### src/rtl/mem_access.sv
// GeMIPS memory-access stage: the glue between the ex_mem and mem_wb buffers.
// Memory ops are issued on a req/ack data bus. Byte numbering is big-endian.
// The stage stalls upstream while a transfer is outstanding. Non-memory
// instructions pass straight through to the mem_wb inputs.
module mem_access #(
  parameter int BUS_TIMEOUT = 16
) (
  input  logic        clk,
  input  logic        rst,
  input  logic [3:0]  mem_op_i,
  input  logic [31:0] mem_addr_i,
  input  logic [31:0] mem_sdata_i,
  input  logic        we_i,
  input  logic [4:0]  waddr_i,
  input  logic [31:0] wdata_i,
  output logic        mem_we_o,
  output logic [4:0]  mem_waddr_o,
  output logic [31:0] mem_wdata_o,
  output logic        stall_req_o,
  output logic        align_err_o,
  output logic        bus_err_o,
  output logic        data_req_o,
  output logic        data_wr_o,
  output logic [31:0] data_addr_o,
  output logic [3:0]  data_be_o,
  output logic [31:0] data_wdata_o,
  input  logic [31:0] data_rdata_i,
  input  logic        data_ack_i
);

  localparam int CNT_W = (BUS_TIMEOUT > 1) ? $clog2(BUS_TIMEOUT) + 1 : 1;

  typedef enum logic [1:0] {IDLE, WAIT, DONE} state_t;

  state_t             state_q, state_d;
  logic [CNT_W-1:0]   cnt_q, cnt_d;
  logic [31:0]        hold_q, hold_d;
  logic               err_q, err_d;

  // Op decode
  logic is_load, is_store, is_mem;
  logic sz_byte, sz_half, sz_word, sign_ext;
  logic misaligned;

  // Bus-side values derived from the op and address
  logic [3:0]  be;
  logic [31:0] store_data;
  logic [31:0] load_data;
  logic [7:0]  load_byte;
  logic [15:0] load_half;

  // Decode the opcode into direction, access size and signedness
  always_comb begin
    is_load  = (mem_op_i >= 4'd1) && (mem_op_i <= 4'd5);
    is_store = (mem_op_i >= 4'd6) && (mem_op_i <= 4'd8);
    is_mem   = is_load || is_store;
    sz_byte  = (mem_op_i == 4'd1) || (mem_op_i == 4'd2) || (mem_op_i == 4'd6);
    sz_half  = (mem_op_i == 4'd3) || (mem_op_i == 4'd4) || (mem_op_i == 4'd7);
    sz_word  = (mem_op_i == 4'd5) || (mem_op_i == 4'd8);
    sign_ext = (mem_op_i == 4'd1) || (mem_op_i == 4'd3);
    misaligned = (sz_half && mem_addr_i[0]) ||
                 (sz_word && (mem_addr_i[1:0] != 2'b00));
  end

  // Byte enables and replicated store data; lane 0 (addr 0) is bits [31:24]
  always_comb begin
    be         = 4'b0000;
    store_data = 32'h0;
    if (sz_byte) begin
      be = 4'b1000 >> mem_addr_i[1:0];
    end else if (sz_half) begin
      be = mem_addr_i[1] ? 4'b0011 : 4'b1100;
    end else if (sz_word) begin
      be = 4'b1111;
    end
    if (is_store) begin
      if (sz_byte)      store_data = {4{mem_sdata_i[7:0]}};
      else if (sz_half) store_data = {2{mem_sdata_i[15:0]}};
      else              store_data = mem_sdata_i;
    end
  end

  // Extract and extend the addressed lane from the captured read word
  always_comb begin
    case (mem_addr_i[1:0])
      2'd0:    load_byte = hold_q[31:24];
      2'd1:    load_byte = hold_q[23:16];
      2'd2:    load_byte = hold_q[15:8];
      default: load_byte = hold_q[7:0];
    endcase
    load_half = mem_addr_i[1] ? hold_q[15:0] : hold_q[31:16];
    if (sz_byte)      load_data = {{24{sign_ext & load_byte[7]}}, load_byte};
    else if (sz_half) load_data = {{16{sign_ext & load_half[15]}}, load_half};
    else              load_data = hold_q;
  end

  // Transfer FSM: next state, timeout counter, read capture and all outputs
  always_comb begin
    // NOTE: every signal gets a default here so no path through the case can infer a latch.
    state_d      = state_q;
    cnt_d        = cnt_q;
    hold_d       = hold_q;
    err_d        = err_q;
    mem_we_o     = 1'b0;
    mem_waddr_o  = 5'd0;
    mem_wdata_o  = 32'h0;
    stall_req_o  = 1'b0;
    align_err_o  = 1'b0;
    bus_err_o    = 1'b0;
    data_req_o   = 1'b0;
    data_wr_o    = 1'b0;
    data_addr_o  = 32'h0;
    data_be_o    = 4'b0000;
    data_wdata_o = 32'h0;

    case (state_q)
      IDLE: begin
        if (!is_mem) begin
          mem_we_o    = we_i;
          mem_waddr_o = waddr_i;
          mem_wdata_o = wdata_i;
        end else if (misaligned) begin
          align_err_o = 1'b1;
        end else begin
          data_req_o  = 1'b1;
          stall_req_o = 1'b1;
          cnt_d       = '0;
          err_d       = 1'b0;
          if (data_ack_i) begin
            hold_d  = data_rdata_i;
            state_d = DONE;
          end else begin
            state_d = WAIT;
          end
        end
      end
      WAIT: begin
        data_req_o  = 1'b1;
        stall_req_o = 1'b1;
        if (data_ack_i) begin
          hold_d  = data_rdata_i;
          state_d = DONE;
        end else if ((BUS_TIMEOUT > 0) && ((int'(cnt_q) + 1) >= BUS_TIMEOUT)) begin
          err_d   = 1'b1;
          state_d = DONE;
        end else begin
          cnt_d = cnt_q + CNT_W'(1);
        end
      end
      DONE: begin
        state_d   = IDLE;
        bus_err_o = err_q;
        if (is_load && !err_q) begin
          mem_we_o    = we_i;
          mem_waddr_o = waddr_i;
          mem_wdata_o = load_data;
        end
      end
      default: state_d = IDLE;
    endcase

    // Bus fields come straight from the held ex_mem inputs, so they stay stable across WAIT
    if (data_req_o) begin
      data_wr_o    = is_store;
      data_addr_o  = {mem_addr_i[31:2], 2'b00};
      data_be_o    = be;
      data_wdata_o = store_data;
    end

    // Reset silences every output immediately, not just at the next edge
    if (rst) begin
      mem_we_o     = 1'b0;
      mem_waddr_o  = 5'd0;
      mem_wdata_o  = 32'h0;
      stall_req_o  = 1'b0;
      align_err_o  = 1'b0;
      bus_err_o    = 1'b0;
      data_req_o   = 1'b0;
      data_wr_o    = 1'b0;
      data_addr_o  = 32'h0;
      data_be_o    = 4'b0000;
      data_wdata_o = 32'h0;
    end
  end

  // State, counter, error flag and load-hold register
  always_ff @(posedge clk or posedge rst) begin
    // NOTE: sequential state uses non-blocking assignments so all flops update together at the edge.
    if (rst) begin
      state_q <= IDLE;
      cnt_q   <= '0;
      // NOTE: the hold register is a single word, so clearing it on reset is cheap and keeps stale read data out of a later DONE.
      hold_q  <= 32'h0;
      err_q   <= 1'b0;
    end else begin
      state_q <= state_d;
      cnt_q   <= cnt_d;
      hold_q  <= hold_d;
      err_q   <= err_d;
    end
  end

endmodule
### config.mk
export PLATFORM = sky130hd
export DESIGN_NAME = mem_access
export DESIGN_NICKNAME = d
export VERILOG_FILES = /design/src/rtl/mem_access.sv
export SDC_FILE = /design/constraint.sdc
export NUM_CORES = 1
export LEC_CHECK = 0
export ABC_AREA = 1
export CAP_MARGIN = 30
export CELL_PAD_IN_SITES_DETAIL_PLACEMENT = 0
export CELL_PAD_IN_SITES_GLOBAL_PLACEMENT = 1
export CORE_ASPECT_RATIO = 1.75
export CORE_MARGIN = 2
export CORE_UTILIZATION = 24
export DETAILED_ROUTE_END_ITERATION = 10
export GPL_TIMING_DRIVEN = 0
export PLACE_DENSITY_LB_ADDON = 0.1
export SETUP_SLACK_MARGIN = 0.4
export SLEW_MARGIN = 30
export SYNTH_ARGS = -nofsm -noshare
export SYNTH_HDL_FRONTEND = slang
export SYNTH_SLANG_ARGS = --single-unit
### constraint.sdc
create_clock -name clk -period 2.7 [get_ports clk]
set_clock_uncertainty 0.2 [all_clocks]
set_input_delay 0.27 -clock clk [delete_from_list [all_inputs] [get_ports clk]]
set_output_delay 0.27 -clock clk [all_outputs]
set_load 0.02 [all_outputs]
# Yosys cells after proc, flatten, opt, wreduce, memory -nomap -nowiden
# Index checks and enable logic that the tools add are counted.
[word_totals] regBits=40 latchBits=0 ramBits=0 romBits=0 inputBits=141 output_inout_bits=111 wordCells=115 mem_count=0
[op_classes] add_sub_neg=2 multipliers=0 div_mod_pow=0 magnitude_cmp=5 n_eq_ne=18 shift=1 muxes=61 n_bitwise=2 n_reduce_logical=22
[ops] cell="two-way mux 32 bit" n=15
[ops] cell="one-hot mux 32 bit (2 select lines)" n=2
[ops] cell="two-way mux 5 bit" n=7
[ops] cell="two-way mux 4 bit" n=6
[ops] cell="one-hot mux 8 bit (3 select lines)" n=1
[ops] cell="one-hot mux 5 bit (2 select lines)" n=2
[ops] cell="two-way mux 1 bit" n=18
[ops] cell="== test 4 x 3 -> 1 bit, second input constant" n=4
[ops] cell="two-way mux 16 bit" n=1
[ops] cell="two-way mux 2 bit" n=5
[ops] cell="inequality test 2 bit, second input constant" n=5
[ops] cell="AND reduction 5 bit" n=2
[ops] cell="== test 4 x 2 -> 1 bit, second input constant" n=2
[ops] cell="logical OR 1 bit" n=8
[ops] cell="adder 5 x 1 -> 6 bit, second input constant" n=1
[ops] cell="greater-or-equal comparator 6 x 5 -> 1 bit, second input constant" n=1
[ops] cell="one-hot mux 1 bit (2 select lines)" n=3
[ops] cell="AND reduction 3 bit" n=2
[ops] cell="adder 5 x 1 -> 5 bit, second input constant" n=1
[ops] cell="logical AND 1 bit" n=5
[ops] cell="== test 2 x 1 -> 1 bit, second input constant" n=2
[ops] cell="== test 2 bit, second input constant" n=2
[ops] cell="== test 4 x 1 -> 1 bit, second input constant" n=1
[ops] cell="== test 4 bit, second input constant" n=1
[ops] cell="other kinds (11)" n=14

# Longest topological paths before layout
# Gate-level depths: netlist of the first run.
[logic_depth] depth_word=10 depth_mapped=12

# Least setup slack after synthesis of the first run
# Ideal clock, no wire load.
[synth_timing] kind="input to output" start="in rst" end="out data_wdata_o[10]" arrival_ns=2.183 t_required_ns=2.230 path_slack_ns=0.047 path_stages=7 cell_sequence="clkbuf_1 inv_1 nand3_1 inv_2 nand3_2 buf_2 nor2_1"
[synth_via] elab_chain_len=1
[synth_rtl] item="from (decl)" line="9" rtl="input logic rst,"
[synth_rtl] item="two-way mux 32 bit" line="171" rtl="if (rst) begin"
[synth_rtl] item="to (decl)" line="26" rtl="output logic [31:0] data_wdata_o,"
# No other way between the ends.

# Final worst setup path of the first run
[layout_timing] start="reg state_q[1]" end="out mem_wdata_o[16]"
[layout_via] elab_chain_len=3
[layout_rtl] item="from (decl)" line="35" rtl="state_t state_q, state_d;"
[layout_rtl] item="from (signal assigned)" line="196" rtl="state_q <= state_d;"
[layout_rtl] item="== test 2 bit / logical NOT 2 bit (equally long branches)" line="116" rtl="case (state_q)"
[layout_rtl] item="one-hot mux 32 bit (2 select lines) (*)" line="116"
[layout_rtl] item="two-way mux 32 bit (*)" line="171"
[layout_rtl] item="to (decl)" line="18" rtl="output logic [31:0] mem_wdata_o,"
# Mark *: on every way between the ends. The rest lies on a longest branch, timed or not.

==> flow_summary.json, run 1 <==
{
  "clock_latency_ns": 0.28,
  "total_power_mw": 4.95,
  "min-delay-path-class": "in -> async",
  "clockBufferDepth": 2,
  "grt_pass1_vias": 5944,
  "nFillCells": 2053,
  "critPathLaunchType": "flip-flop",
  "htreeDepth": 2,
  "synthDistinctLibCells": 29,
  "rsz0062_at_grt": "true",
  "dieWidth_um": 108,
  "drc": 0,
  "syn_area_per_cell_um2": 5.25,
  "worstPathArrival_ns": 1.95,
  "clockRootBuffer": "clkbuf_16",
  "global_route_wire_length_before_repair_um": 33000,
  "grt_antenna_before_repair": 0,
  "tritoncts_clock_tree": "yes",
  "finish.cell_count_without_fillers": 1396,
  "final.hold.worst_slack_ns": 0.0706,
  "syn-cell-area_um2": 4510,
  "power.leakage_nw": 4.41,
  "yosysSeqAreaShare": 0.222,
  "leading_cell_type_in_the_layout_fill_and_taps_excluded": "nand2_1",
  "crit_required_ns": 2.23,
  "gp_routability_congestion": 0.864,
  "worst_slew_pin_slew_ns": 0.715,
  "fp.coreArea_um2": 18500,
  "report.final.slew_viol_count": 0,
  "grt_overflow_total": 0,
  "io-pin-count": 252,
  "drt-total-wl_um": 22300,
  "dieArea_um2": 19900,
  "power_density_nw_per_um2": 593,
  "synth_cells": 859,
  "place.detailed.hpwl_um": 18100,
  "worst_slew_margin_rel": 0.523,
  "drt-wirelength-per-cell_um": 16.0,
  "outcome": "finished clean",
  "worst_path_largest_cell_delay_ns": 0.39,
  "setup_viol": 0,
  "ys_warn_count": 0,
  "buffer_ports.inserted": 246,
  "num_antenna_cells": 0,
  "num_vias": 6228,
  "cts.sink_count": 40,
  "maxCapViolCount": 0,
  "numPlacedInstances": 1344,
  "via_per_inst": 4.46,
  "grt_max_degree": 22,
  "timing.critical_path.cells": "inv_2 > nor3_2 > nand4_1 > buf_6 > nor2_4 > buf_6 > buf_8 > nand3_2 > a21oi_2 > buf_6",
  "number_of_standard_cell_rows_in_the_floorplan": 66,
  "initialDrtViolationCount": 279,
  "cts.clk_slew.worst_paths_ns": 0.06,
  "design.final.nets": 1299,
  "drt-pass1-iter-count": 4,
  "fmax_mhz": 414,
  "layout_worst_path_cycle_share": 0.895,
  "final_layout_size_suffix_gt1_frac": 0.251,
  "cts_made_buffers": 5,
  "post_route_setup_tns_ns": 0,
  "critical_path_class": "reg -> out",
  "floorplan.die.height_um": 185,
  "ant_nets": 0,
  "initial_utilization": 0.244,
  "cp_slowest_cell": "dfrtp_2",
  "finalHoldViolations": 0,
  "period_minus_slack_ns": 2.42,
  "irDropWorstVdd_uv": 377,
  "postSynthRegisterBits": 40,
  "cp_top_family": "buffers and inverters",
  "groute.usage.overall": 0.216,
  "critical_path_peak_fanout": 5,
  "crit_top_cell": "buf_6",
  "final_cell_mix": "nand2_1 (297), inv_1 (138), clkdlybuf4s50_1 (134)",
  "critPathBufInv": 5,
  "area.growth.synth_to_final_pct": 84.9,
  "cp-end-kind": "primary output"
}
## power by group
| part | switching [mW] | internal, mW | total, mW |
|---|---|---|---|
| clock network | 0.239 | 0.434 | 0.673 |
| logic | 1.84 | 1.30 | 3.14 |
| registers | 0.275 | 0.862 | 1.14 |
## state kept, by name, indices dropped and copies added, names as in the netlist
name and flops:
cnt_q 5, err_q 1, hold_q 32, state_q 2
## routing by layer
metal	up-vias	wire length, um	track usage
li1	3192	-	-
met1	2743	7920	0.220
met2	246	11700	0.424
met3	47	1660	0.0376
met4	0	1060	0.0851
met5	-	0	0
## area by class of cell
class                           instances  area [um^2]  area share
Buffer                                 46          364      0.0437
Clock buffer                            5          125      0.0150
Clock inverter                          3         42.5     0.00510
Inverter                              151          593      0.0711
Multi-Input combinational cell        623         3190       0.383
Sequential cell                        40         1000       0.120
Tap cell                              238          298      0.0357
Timing Repair Buffer                  288         2710       0.325
Timing Repair inverter                  2         12.5     0.00150
## cell families after synthesis
family,after synthesis,share of synthesized area
adder cells (fa/ha/maj),1,0.00278
AO/OA/AOI/OAI,100,0.116
other,1,0.000832
flip-flops,40,0.222
AND/OR/NAND/NOR,520,0.477
buffers and inverters,197,0.182
## metrics by stage
step / util / instance area (um^2) / setup WS, ns
3_5_place_dp: 0.394 / 7280 / -0.846
6_report: 0.451 / 8340 / 0.284
4_1_cts: 0.425 / 7870 / 0.237
2_1_floorplan: - / 4520 / 0.434
5_1_grt: 0.451 / 8340 / 0.180
3_3_place_gp: 0.394 / 7280 / -0.855
## synthesized netlist by cell type
cell type  instances  area, um^2
inv_2             11        41.3
ha_1               1        12.5
nor2_2             3        18.8
buf_1              4        15.0
nor2_4             2        22.5
o21ai_0           20         100
nand3_2            1        10.0
a21oi_2            1        8.76
clkbuf_1          12        45.0
o21ai_1           36         180
a21boi_0           1        7.51
a21oi_1           35         175
buf_6              3        33.8
nand3_1           74         370
o21bai_1           1        7.51
buf_4              9        67.6
conb_1             1        3.75
a21boi_1           6        45.0
nand2_1          310        1160
nand3_4            2        35.0
nand4_1            8        50.1
inv_1            140         526
nor2_1           111         417
nor3_1             2        10.0
nor3b_1            2        15.0
nand2_2            4        25.0
nand2_4            1        11.3
buf_2             18        90.1
dfrtp_1           40        1000
## path summary, 6_finish.rpt
check	endpoint	startpoint	slack [ns]	depth (start not counted)
worst max-delay path	mem_wdata_o[16]	state_q[1]	0.28	10
worst min register to register	hold_q[27]	hold_q[27]	0.30	2
worst min-delay path	hold_q[24]	rst	0.07	2
worst max register to register	cnt_q[3]	cnt_q[0]	0.85	10
min in group clk	hold_q[27]	hold_q[27]	0.30	2
max in group asynchronous	hold_q[11]	rst	1.90	2
## timing repair
action / CTS / global route
gates cloned: 6 / 0
hold buffers: 0 / 0
gates resized for setup: 501 / 169
pin swaps: 18 / 34
endpoints found under the hold margin: 0 / 0
setup buffers: 26 / 12
setup endpoints to repair: 109 / 104
No activity file was read; power rests on OpenSTA's default activity.
==> run 2: changes to the inputs <==
--- a/config.mk
+++ b/config.mk
@@ -9,7 +9,7 @@
 export CAP_MARGIN = 30
 export CELL_PAD_IN_SITES_DETAIL_PLACEMENT = 0
 export CELL_PAD_IN_SITES_GLOBAL_PLACEMENT = 1
-export CORE_ASPECT_RATIO = 1.75
+export CORE_ASPECT_RATIO = 1.1
 export CORE_MARGIN = 2
 export CORE_UTILIZATION = 24
 export DETAILED_ROUTE_END_ITERATION = 10
==> constraint.sdc (replaced) <==
create_clock -name clk -period 2.48 [get_ports clk]
set_clock_uncertainty 0.2 [all_clocks]
set_input_delay 0.248 -clock clk [delete_from_list [all_inputs] [get_ports clk]]
set_output_delay 0.248 -clock clk [all_outputs]
set_load 0.02 [all_outputs]
==> flow_summary.json, run 2 (same netlist as run 1, synthesis figures left out) <==
{
  "outcome": "finished clean",
  "power.share.combinational": 0.649,
  "leading_cell_type_in_the_layout_fill_and_taps_excluded": "nand2_1",
  "timing.hold.worst.start": "hold_q[25]",
  "initial_utilization": 0.245,
  "crit_required_ns": 2.03,
  "design.final.nets": 1315,
  "intPower_mw": 2.82,
  "irDropWorstVdd_uv": 397,
  "worst_path_largest_cell_delay_ns": 0.42,
  "grt_antenna_before_repair": 2,
  "netSwitchingPower_mw": 2.60,
  "critical_path_class": "reg -> out",
  "htreeDepth": 2,
  "critPathLaunchType": "flip-flop",
  "groute.usage.overall": 0.214,
  "tritoncts_clock_tree": "yes",
  "buffer_ports.inserted": 246,
  "post_route_setup_tns_ns": 0,
  "drt-total-wl_um": 21900,
  "cp_slowest_cell": "dfrtp_2",
  "cp_top_family": "buffers and inverters",
  "initialDrtViolationCount": 272,
  "via_per_inst": 4.34,
  "worst_slew_margin_rel": 0.360,
  "grt_overflow_total": 0,
  "worstSetupStartpoint": "state_q[1]",
  "cp-end-kind": "primary output",
  "r2r.worst_path.cells": 10,
  "worst_slew_pin_slew_ns": 0.960,
  "min-delay-path-class": "reg -> reg",
  "num_vias": 6153,
  "drt-pass1-iter-count": 4,
  "placed_instance_area_um2": 7380,
  "dieWidth_um": 135,
  "finalHoldViolations": 0,
  "worstHoldEndpoint": "hold_q[25]",
  "global_route_wire_length_before_repair_um": 33300,
  "place.detailed.hpwl_um": 16900,
  "final_cell_mix": "nand2_1 (296), inv_1 (138), clkdlybuf4s50_1 (133)",
  "power.leakage_nw": 4.48,
  "total_power_mw": 5.42,
  "max_flop_register": "hold_q",
  "io-pin-count": 252,
  "grt_max_degree": 22,
  "cts_made_buffers": 5,
  "pre_cts_slack_ns": -0.955,
  "final.hold.worst_slack_ns": 0.291,
  "critPathBufInv": 6,
  "setup_viol": 0,
  "largestRegisters": "hold_q x32, cnt_q x5, state_q x2",
  "reg2reg_start": "cnt_q[0]",
  "clockRootBuffer": "clkbuf_16",
  "cts.sink_count": 40,
  "area.growth.synth_to_final_pct": 91.1,
  "drc": 0,
  "critical_path_peak_fanout": 6,
  "cts.clk_slew.worst_paths_ns": 0.06,
  "ant_nets": 0,
  "timing.critical_path.cells": "inv_2 > buf_4 > nand2_8 > nand2_4 > nand3_4 > buf_12 > buf_16 > buf_4 > nor2_4 > buf_6",
  "dieArea_um2": 19900,
  "worstPathArrival_ns": 1.92,
  "timing.reg2reg.setup_slack_ns": 0.64,
  "number_of_standard_cell_rows_in_the_floorplan": 52,
  "clock_power_share": 0.116,
  "switching_share": 0.480,
  "crit_top_cell": "buf_4",
  "gp_routability_congestion": 0.824,
  "fmax_mhz": 422,
  "final_layout_size_suffix_gt1_frac": 0.298,
  "clockBufferDepth": 2,
  "setup_slack_ns": 0.108,
  "drt-wirelength-per-cell_um": 15.4,
  "period_minus_slack_ns": 2.37,
  "floorplan.die.height_um": 148,
  "destination_of_the_worst_register_to_register_timing_path": "cnt_q[1]",
  "layout_worst_path_cycle_share": 0.957,
  "largest_register_ffs": 32,
  "power.share.sequential": 0.234,
  "final_area_um2": 8610,
  "grt_pass1_vias": 6056,
  "worstHoldPathCells": 2,
  "clock_latency_ns": 0.29,
  "rsz0062_at_grt": "true",
  "maxCapViolCount": 0,
  "fp.coreArea_um2": 18400,
  "report.final.slew_viol_count": 0,
  "power_density_nw_per_um2": 630
}
-- run 2: cell count changes in the layout (fill, tap and decap cells not counted), moves of 6 or more --
cell,change
buf_4,+38
a21oi_1,-6
buf_2,-9
nor2_2,+6
buf_6,+10
nor2_4,+8
a21oi_2,+6
clkbuf_2,-11
nand3_2,+11
nand3_1,-7
nor2_1,-13
dlygate4sd2_1,-14
-- run 2: timing repair --
action	in CTS	in global routing
pin swaps	41	27
endpoints found under the hold margin	19	21
endpoints found under the setup margin	111	110
hold buffers	2	2
resized for setup	656	125
setup buffers	39	8
cloned	9	0
-- run 2: metal layers --
layer,global-route usage,share of wire
met2,0.377,0.48
met5,0,0.00050
met4,0.0637,0.024
met3,0.0305,0.065
met1,0.268,0.43
-- run 2: metrics by stage --
stage | util | std cells
finish | 0.468 | 1417
global route | 0.468 | 1417
detailed placement | 0.401 | 1349
global placement | 0.401 | 1349
CTS | 0.442 | 1406
floorplan | - | 860
-- run 2: worst min-delay path, delay by kind of cell (launching register included) --
kind / cells / cell delay, ns
flip-flops: 1 / 0.34
AND/OR/NAND/NOR: 1 / 0.05
AO/OA/AOI/OAI: 1 / 0.06
-- run 2: layout make-up --
cell class | instances | area, um^2
repair inverters | 2 | 12.5
repair buffers | 303 | 2880
multi-input cells | 624 | 3290
plain buffers | 46 | 395
inverters | 151 | 589
clock inverters | 2 | 12.5
flip-flops and latches | 40 | 1000
well taps | 243 | 304
fillers | 2006 | 9800
diodes | 1 | 2.50
clock buffers | 5 | 125
-- run 2: power by group through the flow --
stage / clock, mW / combinational, mW / sequential, mW
global placement: 0 / 2.90 / 1.27
CTS: 0.643 / 3.32 / 1.27
floorplan: 0 / 1.85 / 1.12
global route: 0.675 / 3.89 / 1.30
finish: 0.632 / 3.52 / 1.27
detailed placement: 0 / 2.91 / 1.28
-- run 2: worst max path at each step --
| stage | cells past startpoint | end | slack [ns] |
|---|---|---|---|
| global route | 9 | mem_wdata_o[12] | 0.02 |
| global placement | 12 | mem_wdata_o[11] | -0.95 |
| CTS | 8 | mem_wdata_o[28] | 0.13 |
| floorplan | 7 | data_wdata_o[10] | 0.37 |
| finish | 10 | data_wdata_o[28] | 0.11 |
| detailed placement | 12 | mem_wdata_o[11] | -0.95 |
